**config.mk**
```make
export PLATFORM = sky130hd
export DESIGN_NAME = shift_restore_unit
export DESIGN_NICKNAME = d
export VERILOG_FILES = /design/src/rtl/shift_restore_pkg.sv /design/src/rtl/shift_restore_datapath.sv /design/src/rtl/shift_restore_unit.sv
export SDC_FILE = /design/constraint.sdc
export NUM_CORES = 1
export LEC_CHECK = 0
export CORE_ASPECT_RATIO = 0.9
export CORE_UTILIZATION = 46
export CTS_CLUSTER_DIAMETER = 50
export CTS_CLUSTER_SIZE = 30
export DETAILED_ROUTE_END_ITERATION = 10
export PLACE_DENSITY = 0.82
export SLEW_MARGIN = 25
export SYNTH_ARGS = -nofsm -noshare
export SYNTH_HDL_FRONTEND = slang
export SYNTH_SLANG_ARGS = --single-unit
```
**constraint.sdc**
```tcl
create_clock -name clk -period 2.31 [get_ports clk]
set_clock_uncertainty 0.1 [all_clocks]
set_input_delay 0.462 -clock clk [delete_from_list [all_inputs] [get_ports clk]]
set_output_delay 0.462 -clock clk [all_outputs]
set_load 0.01 [all_outputs]
```
**src/rtl/shift_restore_pkg.sv**
```systemverilog
// Shared state encodings and default sizes for the shift-restore (right-shift denormaliser) unit.
// Optional sticky output is controlled by the SHIFT_RESTORE_STICKY_EN macro.
package shift_restore_pkg;

    localparam int STATE_W   = 3;
    localparam int DEF_WIDTH = 16;
    localparam int DEF_CNT_W = 5;

    typedef enum logic [STATE_W-1:0] {
        IDLE  = 3'd0,
        INIT  = 3'd1,
        SHIFT = 3'd2,
        DONE  = 3'd3
    } state_t;

endpackage

```
**src/rtl/shift_restore_datapath.sv**
```systemverilog
// Data register, down-counter and termination flags for the shift-restore unit.
// With SHIFT_RESTORE_STICKY_EN defined it also keeps the OR of all shifted-out bits.
module shift_restore_datapath
    import shift_restore_pkg::*;
#(
    parameter int WIDTH = DEF_WIDTH,
    parameter int CNT_W = DEF_CNT_W
) (
    input  logic             clk,
    input  logic             rst,
    input  logic             i_ld,
    input  logic             i_shr,
    input  logic             i_clr_sticky,
    input  logic [WIDTH-1:0] i_data_in,
    input  logic [CNT_W-1:0] i_shamt_in,
    output logic [WIDTH-1:0] o_data,
    output logic             o_ld_zero,
    output logic             o_cnt_one,
    output logic             o_shr_zero
`ifdef SHIFT_RESTORE_STICKY_EN
    ,
    output logic             o_sticky
`endif
);

    localparam logic [CNT_W-1:0] CNT_MAX = CNT_W'(WIDTH);

    logic [WIDTH-1:0] r_data;
    logic [CNT_W-1:0] r_cnt;
    logic [CNT_W-1:0] w_shamt_clamped;

    // Shifting by WIDTH or more always yields zero, so the count saturates there.
    assign w_shamt_clamped = (int'(i_shamt_in) >= WIDTH) ? CNT_MAX : i_shamt_in;

    always_ff @(posedge clk or posedge rst) begin
        if (rst) begin
            r_data <= '0;
            r_cnt  <= '0;
        end else if (i_ld) begin
            r_data <= i_data_in;
            r_cnt  <= w_shamt_clamped;
        end else if (i_shr) begin
            r_data <= r_data >> 1;
            r_cnt  <= r_cnt - CNT_W'(1);
        end
    end

    // Flags describe the value about to be loaded / about to be produced by the next shift.
    assign o_ld_zero  = (w_shamt_clamped == '0) || (i_data_in == '0);
    assign o_cnt_one  = (r_cnt == CNT_W'(1));
    assign o_shr_zero = (r_data[WIDTH-1:1] == '0);
    assign o_data     = r_data;

`ifdef SHIFT_RESTORE_STICKY_EN
    logic r_sticky;

    always_ff @(posedge clk or posedge rst) begin
        if (rst) begin
            r_sticky <= 1'b0;
        end else if (i_clr_sticky) begin
            r_sticky <= 1'b0;
        end else if (i_shr) begin
            r_sticky <= r_sticky | r_data[0];
        end
    end

    assign o_sticky = r_sticky;
`else
    logic w_unused_clr_sticky;
    assign w_unused_clr_sticky = i_clr_sticky;
`endif

endmodule

```
**src/rtl/shift_restore_unit.sv**
```systemverilog
// Iterative right-shift denormaliser: start press/release handshake, one shift per clock, one-cycle done.
// Optional sticky output is controlled by the SHIFT_RESTORE_STICKY_EN macro.
module shift_restore_unit
    import shift_restore_pkg::*;
#(
    parameter int WIDTH = DEF_WIDTH,
    parameter int CNT_W = DEF_CNT_W
) (
    input  logic             clk,
    input  logic             rst,
    input  logic             start,
    input  logic [WIDTH-1:0] data_in,
    input  logic [CNT_W-1:0] shamt_in,
    output logic             busy,
    output logic             done,
    output logic [WIDTH-1:0] data_out
`ifdef SHIFT_RESTORE_STICKY_EN
    ,
    output logic             sticky
`endif
);

    state_t r_state;
    state_t w_state_next;
    logic   w_ld;
    logic   w_shr;
    logic   w_clr_sticky;
    logic   w_ld_zero;
    logic   w_cnt_one;
    logic   w_shr_zero;

    always_ff @(posedge clk or posedge rst) begin
        if (rst) begin
            r_state <= IDLE;
        end else begin
            r_state <= w_state_next;
        end
    end

    always_comb begin
        w_state_next = r_state;
        w_ld         = 1'b0;
        w_shr        = 1'b0;
        w_clr_sticky = 1'b0;
        case (r_state)
            IDLE: begin
                if (start) w_state_next = INIT;
            end
            INIT: begin
                w_ld         = 1'b1;
                w_clr_sticky = 1'b1;
                if (!start) w_state_next = w_ld_zero ? DONE : SHIFT;
            end
            SHIFT: begin
                w_shr = 1'b1;
                // Leave on the last counted shift, or as soon as further shifts cannot change the value.
                if (w_cnt_one || w_shr_zero) w_state_next = DONE;
            end
            DONE: begin
                w_state_next = IDLE;
            end
            default: begin
                w_state_next = IDLE;
            end
        endcase
    end

    assign busy = (r_state == INIT) || (r_state == SHIFT);
    assign done = (r_state == DONE);

    shift_restore_datapath #(
        .WIDTH (WIDTH),
        .CNT_W (CNT_W)
    ) u_datapath (
        .clk          (clk),
        .rst          (rst),
        .i_ld         (w_ld),
        .i_shr        (w_shr),
        .i_clr_sticky (w_clr_sticky),
        .i_data_in    (data_in),
        .i_shamt_in   (shamt_in),
        .o_data       (data_out),
        .o_ld_zero    (w_ld_zero),
        .o_cnt_one    (w_cnt_one),
        .o_shr_zero   (w_shr_zero)
`ifdef SHIFT_RESTORE_STICKY_EN
        ,
        .o_sticky     (sticky)
`endif
    );

endmodule

```
==> results.sh <==
export IMPL_clock_fmax_mhz=453
export IMPL_hold_buffers=0
export IMPL_power_frac_seq_pct=32.6
export IMPL_setup_tns_ps=0
export IMPL_finalSetupViolCount=0
export IMPL_postSynthAreaPerCell_um2=9.46
export IMPL_dp_hpwl_um=2360
export IMPL_worstPathArrival_ps=1650
export IMPL_drcViolationCount=0
export IMPL_period_needed_ps=2210
export IMPL_fp_coreArea_um2=2730
export IMPL_grtUsageMet1_pct=30.9
export IMPL_grt_start_max_net_pins=43
export IMPL_cts_buffers=3
export IMPL_yosysWarningCount=0
export IMPL_tightest_slew_ps=378
export IMPL_track_usage_pct=22.9
export IMPL_met2_usage_pct=36.2
export IMPL_synthAdderAreaFrac_pct=6.66
export IMPL_cts_sinks=23
export IMPL_io_pins=42
export IMPL_grt_pass1_vias=1121
export IMPL_routed_wl_um=3210
export IMPL_p_int_mw=1.38
export IMPL_p_comb_share_pct=59.7
export IMPL_ir_worst_vdd_uv=588
export IMPL_timing_worst_setup_path_type="reg -> out"
export IMPL_die_area_um2=3080
export IMPL_p_sw_mw=1.09
export IMPL_outcome="finished, final reports clean"
export IMPL_grt_pass1_wl_um=5270
export IMPL_leakage_nw=0.721
export IMPL_antenna_found_initial=0
export IMPL_rows=18
export IMPL_syn2layout_area_growth_pct=37.4
export IMPL_ys_types=23
export IMPL_yosysSeqAreaShare_pct=43.8
export IMPL_viasPerCell=5.36
export IMPL_syn_nets=170
export IMPL_crit_required_ps=1750
export IMPL_root_buffer="clkbuf_4"
export IMPL_die_w_um=58.4
export IMPL_crit_fanout=5
export IMPL_synth_area_leader_cell="dfrtp_1"
export IMPL_initial_core_util_pct=48.3
export IMPL_synthMuxAreaShare_pct=13.9
export IMPL_cts_tree="built"
export IMPL_synthFlopType="dfrtp_1"
export IMPL_synth_xor_area_share_pct=0
export IMPL_timing_max_cap_violations=0
export IMPL_htreeDepth=1
export IMPL_layout_drive_gt1_share_pct=7.73
export IMPL_dp_slack_ps=281
export IMPL_hold_class="in -> async"
export IMPL_synth_compound_area_share_pct=14.7
export IMPL_use_met3_pct=3.46
export IMPL_synth_area_leaders="dfrtp_1 (44%), mux2i_1 (12%), ha_1 (6.7%), a21oi_1 (6.1%), nor2_1 (5.7%)"
export IMPL_grt_busiest_layer="met2"
export IMPL_cp_end_kind="output port"
export IMPL_antenna_cells=0
export IMPL_slew_headroom_pct=74.5
export IMPL_yosys_area_share_simple_pct=16.5
export IMPL_clkPwrFrac_pct=7.7
export IMPL_layout_nets=213
export IMPL_drtIter0Drc=40
export IMPL_hold_viol=0
export IMPL_clkLatencyLatePin_ps=320
export IMPL_netlist_area_um2=1320
export IMPL_period_share_pct=95.6
export IMPL_ant_nets=0
export IMPL_clockBufferDepth=2
export IMPL_cts_reportedPaths_clkPinSlew_ps=130
export IMPL_synth_top_area_share_pct=43.8
export IMPL_gr_total_overflow=0
export IMPL_powerDensity_nw_per_um2=1370
export IMPL_synth_cells=139
export IMPL_rsz0062_at_grt="no"
export IMPL_globalplace_congestion=0.759
export IMPL_synth_seq_cells=23
export IMPL_synthArstFlopShare_pct=100
export IMPL_first_pass_iters=4
export IMPL_fp_dieH_um=52.7
export IMPL_synth_top_family_by_area="simple AND/OR/NAND/NOR gates"
export IMPL_layout_setup_ws_ps=102
export IMPL_port_buffers=41
export IMPL_num_vias=1185
export IMPL_swShare_pct=44.1
export IMPL_timing_hold_ws_ps=380
export IMPL_slew_violations=0
export IMPL_cp_start_kind="register"
export IMPL_synth_edff_count=0
export IMPL_num_fill_cells=220
export IMPL_wl_per_cell_um=14.5
stage by stage:
step / power, mW / utilization [%] / instances / cell area (µm²)
after global routing: 2.68 / 66.3 / 221 / 1810
after detailed placement: 2.26 / 64.7 / 215 / 1760
after CTS: 2.45 / 65.7 / 219 / 1790
after floorplan: 1.73 / - / 139 / 1320
after global placement: 2.18 / 64.7 / 215 / 1760
final: 2.47 / 66.3 / 221 / 1810
power groups by stage:
stage | clock [mW] | combinational [mW] | sequential (mW)
final | 0.191 | 1.47 | 0.804
after floorplan | 0 | 0.911 | 0.820
after CTS | 0.196 | 1.45 | 0.803
after global routing | 0.208 | 1.64 | 0.834
after detailed placement | 0 | 1.45 | 0.810
after global placement | 0 | 1.38 | 0.799
layout make-up:
cell class	instances	area, µm²	area share (%)
multi-input cells	101	679	37.6
flip-flops and latches	23	577	31.9
repair buffers	46	448	24.8
well taps	40	50.0	2.77
clock buffers	4	26.3	1.45
inverters	7	26.3	1.45
flip-flops by register name (all words and copies together) (netlist names):
register           count
u_datapath.o_data     16
r_state                2
u_datapath.r_cnt       5
logic make-up (layout without fill, tap and decap cells):
| family | after synthesis | count (layout) |
|---|---|---|
| AND/OR/NAND/NOR | 43 | 43 |
| multiplexers | 18 | 18 |
| flip-flops | 23 | 23 |
| buffers and inverters | 15 | 57 |
| adder cells (fa/ha/maj) | 7 | 7 |
| AO/OA/AOI/OAI | 33 | 33 |
path summary, 6_finish.rpt:
check,startpoint,end,slack [ps],cells after the start
worst max-delay path,r_state[1],busy,100,3
worst min-delay path,rst,u_datapath.r_cnt[0],380,3
worst max register to register,r_state[0],r_state[1],490,5
worst min register to register,u_datapath.o_data[0],u_datapath.o_data[0],440,2
max in group asynchronous,rst,r_state[1],1480,3
min in group clk,u_datapath.o_data[0],u_datapath.o_data[0],440,2
cells in the final DEF, fill, tap and decap left out:
cell | Yosys | routed
a31oi_2 | 1 | 1
a32oi_1 | 1 | 1
nor4_1 | 4 | 4
dfrtp_2 | 0 | 1
clkdlybuf4s50_1 | 0 | 41
inv_1 | 7 | 7
a21oi_1 | 16 | 16
nand3b_2 | 1 | 1
mux2_1 | 2 | 2
o21ai_0 | 9 | 9
nand3_1 | 1 | 1
clkbuf_1 | 5 | 1
a22o_1 | 2 | 2
buf_4 | 0 | 5
clkbuf_4 | 0 | 3
a211o_1 | 1 | 1
a211oi_1 | 1 | 1
nor2_1 | 20 | 20
nand4_1 | 2 | 2
mux2i_1 | 16 | 16
nor3_1 | 4 | 4
dfrtp_1 | 23 | 22
ha_1 | 7 | 7
nor4_2 | 3 | 3
o22ai_1 | 2 | 2
nand2_1 | 8 | 8
what timing repair did:
action                                  CTS  global route
endpoints found under the setup margin    0             1
gates resized for setup                   0             1
buffers inserted                          0             2
critical path: stages, from the launching register on:
cell	delay, ps
dfrtp_2	430
inv_1	80
ha_1	290
clkdlybuf4s50_1	530
synth_stat cells, drive strengths merged (3+ instances only):
master,instances
a21oi,16
buf,3
clkbuf,5
dfrtp,23
ha,7
inv,7
mux2i,16
nand2,8
nor2,20
nor3,4
nor4,7
o21ai,9
routing by layer:
metal	share of wire [%]	up-vias
li1	-	582
met1	47	570
met2	48	29
met3	3.3	4
met4	1.2	0
met5	0	-
Note: power is estimated with default switching activity, not from simulation.
